[src/rtl/result_ser_pkg.sv]
// Shared constants and types for the result serializer.
//   IN_W / CHUNK_W / DEPTH : default geometry (36-bit word, 9-bit chunk, 4-deep FIFO)
//   CHUNKS                 : chunks per word
//   CNT_W                  : width of the chunk counter
//   WIDTHS_OK              : word splits evenly into chunks
//   ser_state_t            : serializer FSM states
package result_ser_pkg;

    localparam int IN_W    = 36;
    localparam int CHUNK_W = 9;
    localparam int DEPTH   = 4;

    localparam int CHUNKS  = IN_W / CHUNK_W;
    localparam int CNT_W   = $clog2(CHUNKS);

    localparam bit WIDTHS_OK = (IN_W % CHUNK_W) == 0;

    typedef enum logic {
        IDLE = 1'b0,
        SEND = 1'b1
    } ser_state_t;

endpackage

[src/rtl/result_fifo.sv]
// Small synchronous FIFO holding whole result words.
//   clk, rst_n : clock, asynchronous active-low reset (pointers only)
//   push       : write wdata at the tail (caller guarantees a free slot)
//   pop        : advance the head (caller guarantees non-empty)
//   wdata      : word to write
//   rdata      : current head word (combinational from the array)
//   full/empty : occupancy flags
// The head is read without a register stage so a word written on one
// edge can be popped on the very next edge. Push and pop on the same
// edge while full is legal: the slot being written is the one being
// popped, and the pop sees the old contents.
module result_fifo
    import result_ser_pkg::*;
#(
    parameter int WIDTH = IN_W,
    parameter int DEPTH = result_ser_pkg::DEPTH
) (
    input  logic             clk,
    input  logic             rst_n,
    input  logic             push,
    input  logic             pop,
    input  logic [WIDTH-1:0] wdata,
    output logic [WIDTH-1:0] rdata,
    output logic             full,
    output logic             empty
);

    localparam int ADDR_W = (DEPTH > 1) ? $clog2(DEPTH) : 1;

    logic [WIDTH-1:0] mem [DEPTH];
    // One extra pointer bit distinguishes full from empty.
    logic [ADDR_W:0]  wr_ptr_reg;
    logic [ADDR_W:0]  rd_ptr_reg;

    always_ff @(posedge clk) begin
        if (push) begin
            mem[wr_ptr_reg[ADDR_W-1:0]] <= wdata;
        end
    end

    always_ff @(posedge clk or negedge rst_n) begin
        if (!rst_n) begin
            wr_ptr_reg <= '0;
            rd_ptr_reg <= '0;
        end else begin
            if (push) begin
                wr_ptr_reg <= wr_ptr_reg + 1'b1;
            end
            if (pop) begin
                rd_ptr_reg <= rd_ptr_reg + 1'b1;
            end
        end
    end

    assign rdata = mem[rd_ptr_reg[ADDR_W-1:0]];
    assign empty = (wr_ptr_reg == rd_ptr_reg);
    assign full  = (wr_ptr_reg[ADDR_W] != rd_ptr_reg[ADDR_W]) &&
                   (wr_ptr_reg[ADDR_W-1:0] == rd_ptr_reg[ADDR_W-1:0]);

endmodule

[src/rtl/result_serializer.sv]
// Buffers 36-bit results from the core and emits each as four 9-bit
// chunks, MSB first, over a ready/valid handshake.
//   clk, rst_n : clock, asynchronous active-low reset
//   in_valid   : result strobe from the core (no backpressure)
//   in         : result word
//   out_ready  : sink accepts the current chunk
//   out_valid  : chunk on out is valid
//   out        : current chunk
//   out_last   : final chunk of a word
//   overflow   : sticky, a result was dropped because all buffering was full
//   word_cnt   : number of fully transmitted words (wraps)
module result_serializer
    import result_ser_pkg::*;
#(
    parameter int IN_W    = result_ser_pkg::IN_W,
    parameter int CHUNK_W = result_ser_pkg::CHUNK_W,
    parameter int DEPTH   = result_ser_pkg::DEPTH
) (
    input  logic               clk,
    input  logic               rst_n,
    input  logic               in_valid,
    input  logic [IN_W-1:0]    in,
    input  logic               out_ready,
    output logic               out_valid,
    output logic [CHUNK_W-1:0] out,
    output logic               out_last,
    output logic               overflow,
    output logic [7:0]         word_cnt
);

    // Geometry must match the package-level chunk counter and a
    // power-of-two FIFO.
    if ((IN_W % CHUNK_W) != 0 || (IN_W / CHUNK_W) != CHUNKS || !WIDTHS_OK ||
        DEPTH < 2 || (DEPTH & (DEPTH - 1)) != 0) begin : g_bad_geometry
        $error("result_serializer: unsupported IN_W/CHUNK_W/DEPTH");
    end

    localparam logic [CNT_W-1:0] LAST_CHUNK = CNT_W'(CHUNKS - 1);

    ser_state_t       state_reg,     state_next;
    logic [IN_W-1:0]  shift_reg,     shift_next;
    logic [CNT_W-1:0] chunk_cnt_reg, chunk_cnt_next;
    logic [7:0]       word_cnt_reg,  word_cnt_next;
    logic             out_valid_reg, out_valid_next;
    logic             out_last_reg,  out_last_next;
    logic             overflow_reg,  overflow_next;

    logic             fifo_push;
    logic             fifo_pop;
    logic [IN_W-1:0]  fifo_rdata;
    logic             fifo_full;
    logic             fifo_empty;

    result_fifo #(
        .WIDTH (IN_W),
        .DEPTH (DEPTH)
    ) u_fifo (
        .clk   (clk),
        .rst_n (rst_n),
        .push  (fifo_push),
        .pop   (fifo_pop),
        .wdata (in),
        .rdata (fifo_rdata),
        .full  (fifo_full),
        .empty (fifo_empty)
    );

    // A pop on this edge frees a slot for a simultaneous push.
    assign fifo_push = in_valid && (!fifo_full || fifo_pop);

    always_comb begin
        state_next     = state_reg;
        shift_next     = shift_reg;
        chunk_cnt_next = chunk_cnt_reg;
        word_cnt_next  = word_cnt_reg;
        out_valid_next = out_valid_reg;
        out_last_next  = out_last_reg;
        overflow_next  = overflow_reg;
        fifo_pop       = 1'b0;

        case (state_reg)
            IDLE: begin
                if (!fifo_empty) begin
                    fifo_pop       = 1'b1;
                    shift_next     = fifo_rdata;
                    chunk_cnt_next = '0;
                    out_valid_next = 1'b1;
                    out_last_next  = 1'b0;
                    state_next     = SEND;
                end
            end
            SEND: begin
                if (out_ready) begin
                    if (chunk_cnt_reg != LAST_CHUNK) begin
                        shift_next     = shift_reg << CHUNK_W;
                        chunk_cnt_next = chunk_cnt_reg + 1'b1;
                        out_last_next  = (chunk_cnt_next == LAST_CHUNK);
                    end else begin
                        word_cnt_next = word_cnt_reg + 8'd1;
                        if (!fifo_empty) begin
                            // Back-to-back: next word replaces the finished one.
                            fifo_pop       = 1'b1;
                            shift_next     = fifo_rdata;
                            chunk_cnt_next = '0;
                            out_last_next  = 1'b0;
                        end else begin
                            // shift_reg is left alone so out keeps its last chunk.
                            out_valid_next = 1'b0;
                            out_last_next  = 1'b0;
                            state_next     = IDLE;
                        end
                    end
                end
            end
            default: begin
                state_next = IDLE;
            end
        endcase

        if (in_valid && fifo_full && !fifo_pop) begin
            overflow_next = 1'b1;
        end
    end

    always_ff @(posedge clk or negedge rst_n) begin
        if (!rst_n) begin
            state_reg     <= IDLE;
            shift_reg     <= '0;
            chunk_cnt_reg <= '0;
            word_cnt_reg  <= '0;
            out_valid_reg <= 1'b0;
            out_last_reg  <= 1'b0;
            overflow_reg  <= 1'b0;
        end else begin
            state_reg     <= state_next;
            shift_reg     <= shift_next;
            chunk_cnt_reg <= chunk_cnt_next;
            word_cnt_reg  <= word_cnt_next;
            out_valid_reg <= out_valid_next;
            out_last_reg  <= out_last_next;
            overflow_reg  <= overflow_next;
        end
    end

    assign out       = shift_reg[IN_W-1 -: CHUNK_W];
    assign out_valid = out_valid_reg;
    assign out_last  = out_last_reg;
    assign overflow  = overflow_reg;
    assign word_cnt  = word_cnt_reg;

endmodule
[config.mk]
export PLATFORM = sky130hd
export DESIGN_NAME = result_serializer
export DESIGN_NICKNAME = d
export VERILOG_FILES = /design/src/rtl/result_ser_pkg.sv /design/src/rtl/result_fifo.sv /design/src/rtl/result_serializer.sv
export SDC_FILE = /design/constraint.sdc
export NUM_CORES = 1
export LEC_CHECK = 0
export CAP_MARGIN = 10
export CELL_PAD_IN_SITES_DETAIL_PLACEMENT = 1
export CELL_PAD_IN_SITES_GLOBAL_PLACEMENT = 1
export CORE_ASPECT_RATIO = 1.4
export CORE_MARGIN = 8
export CORE_UTILIZATION = 50
export DETAILED_ROUTE_END_ITERATION = 8
export HOLD_SLACK_MARGIN = 0.06
export PLACE_DENSITY = 0.78
export SLEW_MARGIN = 40
export SYNTH_ARGS = -nofsm -noshare
export SYNTH_HDL_FRONTEND = slang
export SYNTH_SLANG_ARGS = --single-unit
[constraint.sdc]
create_clock -name clk -period 4.3 [get_ports clk]
set_clock_uncertainty 0.05 [all_clocks]
set_input_delay 0.645 -clock clk [delete_from_list [all_inputs] [get_ports clk]]
set_output_delay 0.645 -clock clk [all_outputs]
set_load 0.05 [all_outputs]
==> flow_results.xml, run 1 <==
<?xml version="1.0" encoding="UTF-8"?>
<metrics>
  <group name="route">
    <metric name="via_count" unit="">5050</metric>
    <metric name="routed_via_density" unit="">6.08</metric>
    <metric name="route.detailed.drc" unit="">0</metric>
    <metric name="drt_pre_antenna_iters" unit="">5</metric>
    <metric name="starting_drt_drc_count" unit="">382</metric>
    <metric name="detail_route.wirelength" unit="um">20200</metric>
    <metric name="wire_length_per_cell" unit="um">24.3</metric>
    <metric name="final_antenna_net_count" unit="">0</metric>
  </group>
  <group name="sta">
    <metric name="slew_headroom" unit="">0.444</metric>
    <metric name="final_sum_of_negative_setup_slack" unit="ns">0</metric>
    <metric name="setup_viol" unit="">0</metric>
    <metric name="worst-slew-pin-transition" unit="ns">0.832</metric>
    <metric name="fin_crit" unit="ns">2.55</metric>
    <metric name="hold_ws" unit="ns">0.162</metric>
    <metric name="rsz0062_at_grt" unit="">no</metric>
    <metric name="hold_violations" unit="">0</metric>
    <metric name="final_number_of_max_transition_violations" unit="">0</metric>
    <metric name="part_of_the_cycle_the_worst_path_needs" unit="">0.593</metric>
    <metric name="fmax_achieved" unit="GHz">0.392</metric>
  </group>
  <group name="setup_path">
    <metric name="worst_ep_arrival_time" unit="ns">2.58</metric>
    <metric name="critPathLaunchType" unit="">register</metric>
    <metric name="type_of_element_capturing_the_critical_path" unit="">register</metric>
    <metric name="timing.rr.start" unit="">chunk_cnt_reg[1]$_DFFE_PN0N_</metric>
    <metric name="critPathKind" unit="">register to register</metric>
    <metric name="critical_path.reg2reg.endpoint" unit="">u_fifo.mem[2][33]$_DFFE_PP_</metric>
    <metric name="crit_path_max_incr_delay" unit="ns">0.50</metric>
    <metric name="timing.reg2reg.setup_slack" unit="ns">1.75</metric>
    <metric name="worst_r2r_path_depth" unit="">6</metric>
    <metric name="worstPathMaxFanout" unit="">34</metric>
    <metric name="critPathSlowestCell" unit="">buf_4</metric>
    <metric name="cp_common_cell" unit="">buf_4</metric>
    <metric name="required" unit="ns">4.33</metric>
    <metric name="path_cells" unit="">ha_1 -&gt; buf_4 -&gt; a21boi_4 -&gt; nand4_1 -&gt; and3_1 -&gt; buf_4</metric>
  </group>
  <group name="grt">
    <metric name="global_route_wire_length_before_repair" unit="um">32100</metric>
    <metric name="globalRouteOverflowTotal" unit="">0</metric>
    <metric name="first_global_vias" unit="">5563</metric>
    <metric name="grt_use_total" unit="">0.189</metric>
    <metric name="maximum_number_of_pins_on_one_net_before_global_route_repair" unit="">72</metric>
    <metric name="antenna_found_initial" unit="">0</metric>
  </group>
  <group name="place">
    <metric name="globalplace.congestion" unit="">0.750</metric>
    <metric name="portBuffers" unit="">59</metric>
    <metric name="place_hpwl" unit="um">12600</metric>
  </group>
  <group name="logic_synthesis">
    <metric name="syn-num-nets" unit="">589</metric>
    <metric name="number_of_storage_elements_in_the_synthesis_netlist" unit="">200</metric>
    <metric name="yosysWarningCount" unit="">0</metric>
    <metric name="seq_area_frac_synth" unit="">0.641</metric>
    <metric name="yosys.area.top_type" unit="">edfxtp_1</metric>
    <metric name="synthesis.area_per_instance" unit="um2">16.5</metric>
    <metric name="synthArstFlopShare" unit="">0.280</metric>
    <metric name="synthDistinctLibCells" unit="">41</metric>
    <metric name="syn-instance-count" unit="">541</metric>
    <metric name="yosys_most_used_dff" unit="">edfxtp_1</metric>
    <metric name="synth-edff-count" unit="">144</metric>
    <metric name="synthesis.area" unit="um2">8930</metric>
    <metric name="synth.area.top_cells" unit="">edfxtp_1 48%, dfrtp_1 16%, mux4_2 9.1%</metric>
    <metric name="yosysTopAreaCellShare" unit="">0.484</metric>
  </group>
  <group name="clock_network">
    <metric name="clkSlewWorstSetupHoldPaths" unit="ns">0.08</metric>
    <metric name="worst_skew_pair_latency" unit="ns">0.44</metric>
    <metric name="cts.sinks" unit="">200</metric>
    <metric name="cts_repair_resize_count" unit="">0</metric>
    <metric name="cts_buffer_depth" unit="">2</metric>
    <metric name="htree_num_levels" unit="">4</metric>
    <metric name="cts_root_buf" unit="">clkbuf_16</metric>
    <metric name="tritoncts" unit="">built</metric>
    <metric name="postCtsSetupBuffers" unit="">0</metric>
    <metric name="num_cts_buffers" unit="">17</metric>
    <metric name="post_cts_hold_buffer_count" unit="">0</metric>
  </group>
  <group name="die">
    <metric name="initial_utilization" unit="">0.504</metric>
    <metric name="core-area" unit="um2">17700</metric>
    <metric name="die_area" unit="um2">22400</metric>
    <metric name="die_w" unit="um">129</metric>
    <metric name="ioPinCount" unit="">60</metric>
    <metric name="chipHeight" unit="um">174</metric>
    <metric name="core.rowCount" unit="">58</metric>
  </group>
  <group name="flow_run">
    <metric name="drv_cap" unit="">0</metric>
  </group>
  <group name="cells_and_area">
    <metric name="final-seq-area" unit="um2">5730</metric>
    <metric name="n_antenna_cell" unit="">0</metric>
    <metric name="layout-drive-gt1-share" unit="">0.286</metric>
    <metric name="multiInputGateArea" unit="um2">2910</metric>
    <metric name="most_common_cell_after_layout_fill_and_taps_aside" unit="">edfxtp_1</metric>
    <metric name="final_net_count" unit="">626</metric>
    <metric name="filler_cell_count" unit="">1624</metric>
    <metric name="largest_register_ff_count" unit="">144</metric>
    <metric name="area_growth" unit="%">15.2</metric>
    <metric name="layout.cells.most_common_list" unit="">144 x edfxtp_1, 57 x clkdlybuf4s50_1, 54 x dfrtp_1, 37 x nor2_1</metric>
  </group>
  <group name="power">
    <metric name="p_leak" unit="nW">3.46</metric>
    <metric name="worst_ir_drop_vdd" unit="V">0.000432</metric>
    <metric name="power_density" unit="nW/um2">742</metric>
  </group>
  <group name="min_path">
    <metric name="holdCritPathClass" unit="">input pin to asynchronous set/reset pin</metric>
  </group>
  <group name="status">
    <metric name="outcome" unit="">complete, no violations</metric>
  </group>
</metrics>
synthesized netlist by cell type (2+ instances only):
cell / n
edfxtp_1: 144
dfrtp_1: 56
nor2_1: 37
mux4_2: 36
o21ai_0: 36
a221oi_2: 27
or3b_2: 27
buf_2: 21
a311oi_2: 20
clkbuf_1: 17
buf_4: 11
nand4b_1: 9
o311a_1: 9
a311oi_1: 8
ha_1: 8
nand2_1: 8
and3_1: 6
inv_1: 6
xnor2_1: 6
xor2_1: 6
buf_6: 5
nand4_1: 5
nor2b_1: 4
buf_1: 3
nand2b_1: 3
nand3_1: 3
a31oi_1: 2
a32o_1: 2
mux2_1: 2
nor3_1: 2
xnor2_2: 2
worst max-delay path by stage:
stage / start / end / slack (ns) / cells after the start
3_5_place_dp: chunk_cnt_reg[1]$_DFFE_PN0N_ / u_fifo.mem[2][32]$_DFFE_PP_ / 1.74 / 6
2_1_floorplan: out_ready / u_fifo.mem[3][0]$_DFFE_PP_ / 0.95 / 5
6_report: chunk_cnt_reg[1]$_DFFE_PN0N_ / u_fifo.mem[2][33]$_DFFE_PP_ / 1.75 / 6
4_1_cts: chunk_cnt_reg[1]$_DFFE_PN0N_ / u_fifo.mem[2][33]$_DFFE_PP_ / 1.73 / 6
3_3_place_gp: in_valid / u_fifo.mem[3][31]$_DFFE_PP_ / 1.54 / 3
5_1_grt: chunk_cnt_reg[1]$_DFFE_PN0N_ / u_fifo.mem[2][33]$_DFFE_PP_ / 1.57 / 6
worst max-delay path: cells and delay by family, from the launching register on:
kind / cells / cell delay (ns)
buf+inv: 2 / 0.79
flops: 1 / 0.40
simple gates: 2 / 0.62
compound gates: 1 / 0.11
fa+ha+maj: 1 / 0.17
where the power goes:
part	switching, W	internal, W	total, W
Combinational	0.00192	0.00118	0.00310
Clock	0.000744	0.000829	0.00157
Sequential	0.000309	0.00265	0.00296
Total	0.00297	0.00466	0.00764
final cells by class:
type,instances,share of cell area
Clock buffer,18,0.0427
Clock inverter,14,0.0131
Inverter,6,0.00219
Multi-Input combinational cell,278,0.283
Sequential cell,200,0.557
Tap cell,240,0.0292
Timing Repair Buffer,75,0.0726
kinds of logic after synthesis:
| logic type | share of synthesized area |
|---|---|
| xor gates and xnor gates | 0.0154 |
| buffers and inverters | 0.0383 |
| DFF | 0.641 |
| muxes | 0.0957 |
| and+or+nand+nor | 0.0697 |
| AOI/OAI and AO/OA | 0.128 |
| adders and majority gates | 0.0112 |
per-layer routing:
metal	track usage	wire length, um	vias to the layer above
met5	0	0	-
met4	0.0757	427	0
met3	0.0307	815	29
met2	0.318	10700	118
met1	0.239	8230	2656
li1	-	-	2247
stage by stage:
stage	util	worst slack, ns	instance area (um2)	power, W	std cells
floorplan	-	0.953	8930	0.00525	541
global placement	0.545	1.54	9640	0.00589	797
detailed placement	0.548	1.74	9700	0.00609	799
CTS	0.580	1.73	10300	0.00769	831
global route	0.581	1.57	10300	0.00800	831
finish	0.581	1.75	10300	0.00764	831
Power figures use the tool's default switching activity.
==> run 2: changes to the inputs <==
--- a/config.mk
+++ b/config.mk
@@ -10,10 +10,10 @@
 export CELL_PAD_IN_SITES_GLOBAL_PLACEMENT = 1
 export CORE_ASPECT_RATIO = 1.4
 export CORE_MARGIN = 8
-export CORE_UTILIZATION = 50
+export CORE_UTILIZATION = 46
 export DETAILED_ROUTE_END_ITERATION = 8
 export HOLD_SLACK_MARGIN = 0.06
-export PLACE_DENSITY = 0.78
+export PLACE_DENSITY = 0.76
 export SLEW_MARGIN = 40
 export SYNTH_ARGS = -nofsm -noshare
 export SYNTH_HDL_FRONTEND = slang
==> constraint.sdc (replaced) <==
create_clock -name clk -period 2.05 [get_ports clk]
set_clock_uncertainty 0.05 [all_clocks]
set_input_delay 0.3075 -clock clk [delete_from_list [all_inputs] [get_ports clk]]
set_output_delay 0.3075 -clock clk [all_outputs]
set_load 0.05 [all_outputs]
==> flow_results.xml, run 2 (synthesized netlist as in run 1, its figures left out) <==
<?xml version="1.0" encoding="UTF-8"?>
<metrics>
  <group name="clock_network">
    <metric name="num_cts_buffers" unit="">17</metric>
    <metric name="cts_root_buf" unit="">clkbuf_16</metric>
    <metric name="worst_skew_pair_latency" unit="ns">0.43</metric>
    <metric name="tritoncts" unit="">built</metric>
    <metric name="htree_num_levels" unit="">4</metric>
    <metric name="clkSlewWorstSetupHoldPaths" unit="ns">0.07</metric>
    <metric name="cts.sinks" unit="">200</metric>
    <metric name="cts_buffer_depth" unit="">2</metric>
  </group>
  <group name="min_path">
    <metric name="holdCritPathClass" unit="">input pin to asynchronous set/reset pin</metric>
  </group>
  <group name="die">
    <metric name="die_w" unit="um">134</metric>
    <metric name="core.rowCount" unit="">60</metric>
    <metric name="die_area" unit="um2">24200</metric>
    <metric name="chipHeight" unit="um">181</metric>
    <metric name="core-area" unit="um2">19100</metric>
    <metric name="initial_utilization" unit="">0.466</metric>
    <metric name="ioPinCount" unit="">60</metric>
  </group>
  <group name="setup_path">
    <metric name="crit_path_max_incr_delay" unit="ns">0.82</metric>
    <metric name="path_cells" unit="">clkdlybuf4s50_1</metric>
    <metric name="crit_buf_inv" unit="">1</metric>
    <metric name="critPathLaunchType" unit="">register</metric>
    <metric name="critPathSlowestCell" unit="">clkdlybuf4s50_1</metric>
    <metric name="worstPathMaxFanout" unit="">3</metric>
    <metric name="required" unit="ns">1.69</metric>
    <metric name="worst_ep_arrival_time" unit="ns">1.64</metric>
    <metric name="path_delay_family" unit="">buffers and inverters</metric>
    <metric name="type_of_element_capturing_the_critical_path" unit="">output pin</metric>
    <metric name="critPathKind" unit="">register to output pin</metric>
  </group>
  <group name="place">
    <metric name="globalplace.congestion" unit="">0.772</metric>
    <metric name="portBuffers" unit="">59</metric>
    <metric name="place_hpwl" unit="um">14200</metric>
    <metric name="post-place-cells" unit="">819</metric>
    <metric name="pre_cts_ws" unit="ns">0.0999</metric>
  </group>
  <group name="route">
    <metric name="route.detailed.drc" unit="">0</metric>
    <metric name="final_antenna_net_count" unit="">0</metric>
    <metric name="wire_length_per_cell" unit="um">25.2</metric>
    <metric name="via_count" unit="">5126</metric>
    <metric name="routed_via_density" unit="">6.02</metric>
    <metric name="starting_drt_drc_count" unit="">383</metric>
    <metric name="drt_pre_antenna_iters" unit="">4</metric>
    <metric name="detail_route.wirelength" unit="um">21500</metric>
  </group>
  <group name="grt">
    <metric name="first_global_vias" unit="">5723</metric>
    <metric name="global_route_wire_length_before_repair" unit="um">34000</metric>
    <metric name="antenna_found_initial" unit="">0</metric>
    <metric name="maximum_number_of_pins_on_one_net_before_global_route_repair" unit="">72</metric>
    <metric name="globalRouteOverflowTotal" unit="">0</metric>
    <metric name="grt_use_total" unit="">0.183</metric>
  </group>
  <group name="sta">
    <metric name="fmax_achieved" unit="GHz">0.500</metric>
    <metric name="setup_slack" unit="ns">0.0514</metric>
    <metric name="final_sum_of_negative_setup_slack" unit="ns">0</metric>
    <metric name="setup_viol" unit="">0</metric>
    <metric name="worst-slew-pin-transition" unit="ns">0.640</metric>
    <metric name="part_of_the_cycle_the_worst_path_needs" unit="">0.975</metric>
    <metric name="fin_crit" unit="ns">2.00</metric>
    <metric name="final_number_of_max_transition_violations" unit="">0</metric>
    <metric name="hold_ws" unit="ns">0.356</metric>
    <metric name="hold_violations" unit="">0</metric>
    <metric name="rsz0062_at_grt" unit="">no</metric>
    <metric name="slew_headroom" unit="">0.573</metric>
  </group>
  <group name="cells_and_area">
    <metric name="post_layout_nonfiller_instances" unit="">851</metric>
    <metric name="final_net_count" unit="">639</metric>
    <metric name="layout-drive-gt1-share" unit="">0.305</metric>
    <metric name="layout.cells.most_common_list" unit="">144 x edfxtp_1, 54 x dfrtp_1, 45 x clkdlybuf4s50_1, 37 x nor2_1</metric>
    <metric name="most_common_cell_after_layout_fill_and_taps_aside" unit="">edfxtp_1</metric>
    <metric name="largest_register_ff_count" unit="">144</metric>
    <metric name="area_growth" unit="%">17.1</metric>
    <metric name="n_antenna_cell" unit="">0</metric>
  </group>
  <group name="flow_run">
    <metric name="drv_cap" unit="">0</metric>
  </group>
  <group name="status">
    <metric name="outcome" unit="">complete, no violations</metric>
  </group>
  <group name="power">
    <metric name="p_leak" unit="nW">3.59</metric>
    <metric name="power_density" unit="nW/um2">1550</metric>
    <metric name="worst_ir_drop_vdd" unit="V">0.000775</metric>
  </group>
</metrics>
## run 2: changes by cell type in the layout (fill, tap and decap cells not counted), moves of 2 or more
cell	previous run	this run
clkdlybuf4s50_1	57	45
dlygate4sd2_1	0	5
inv_8	3	1
buf_12	0	8
and3_1	5	2
clkinv_4	0	2
buf_4	14	19
dlymetal6s2s_1	0	7
buf_16	2	0
and3_2	0	4
## run 2: final timing paths
check	end	cells after the start	start	slack (ns)
max in group asynchronous	state_reg$_DFF_PN0_	3	rst_n	0.97
hold reg to reg	word_cnt[7]$_DFFE_PN0P_	1	word_cnt[7]$_DFFE_PN0P_	0.43
min in group clk	overflow$_DFFE_PN0P_	4	out_ready	0.37
setup reg to reg	u_fifo.mem[1][10]$_DFFE_PP_	5	chunk_cnt_reg[1]$_DFFE_PN0N_	0.12
setup / recovery	out[2]	1	shift_reg[29]$_DFFE_PN0N_	0.05
hold / removal	shift_reg[31]$_DFFE_PN0N_	2	rst_n	0.36
## run 2: where the power goes
group          switching, W  internal [W]  leakage (nW)
sequential         0.000689       0.00556          1.98
clock               0.00147       0.00168         0.265
combinational       0.00412       0.00272          1.35
## run 2: repair_timing
item	in CTS	in global routing
endpoints found under the setup margin	6	8
hold buffers	1	0
hold endpoints to repair	21	0
resized for setup	6	8
setup buffers	0	0
## run 2: cell type report
class,count,area (um2)
Inverter,6,22.5
Clock buffer,18,429
Sequential cell,200,5730
Multi-Input combinational cell,278,2930
Fill cell,1763,8690
Timing Repair Buffer,88,916
Tap cell,248,310
Clock inverter,13,123
## run 2: metal layers
metal,up-vias,track usage,part of all wire,wire length [um]
li1,2268,-,-,-
met1,2699,0.224,0.42,9060
met2,126,0.307,0.51,11000
met3,33,0.0366,0.036,773
met4,0,0.0793,0.028,608
met5,-,0,0,0
## run 2: per-stage QoR
step / utilization / power, W / instance area (um2)
2_1_floorplan: - / 0.0110 / 8950
3_3_place_gp: 0.516 / 0.0128 / 9870
3_5_place_dp: 0.516 / 0.0131 / 9870
4_1_cts: 0.545 / 0.0164 / 10400
5_1_grt: 0.546 / 0.0170 / 10500
6_report: 0.546 / 0.0162 / 10500
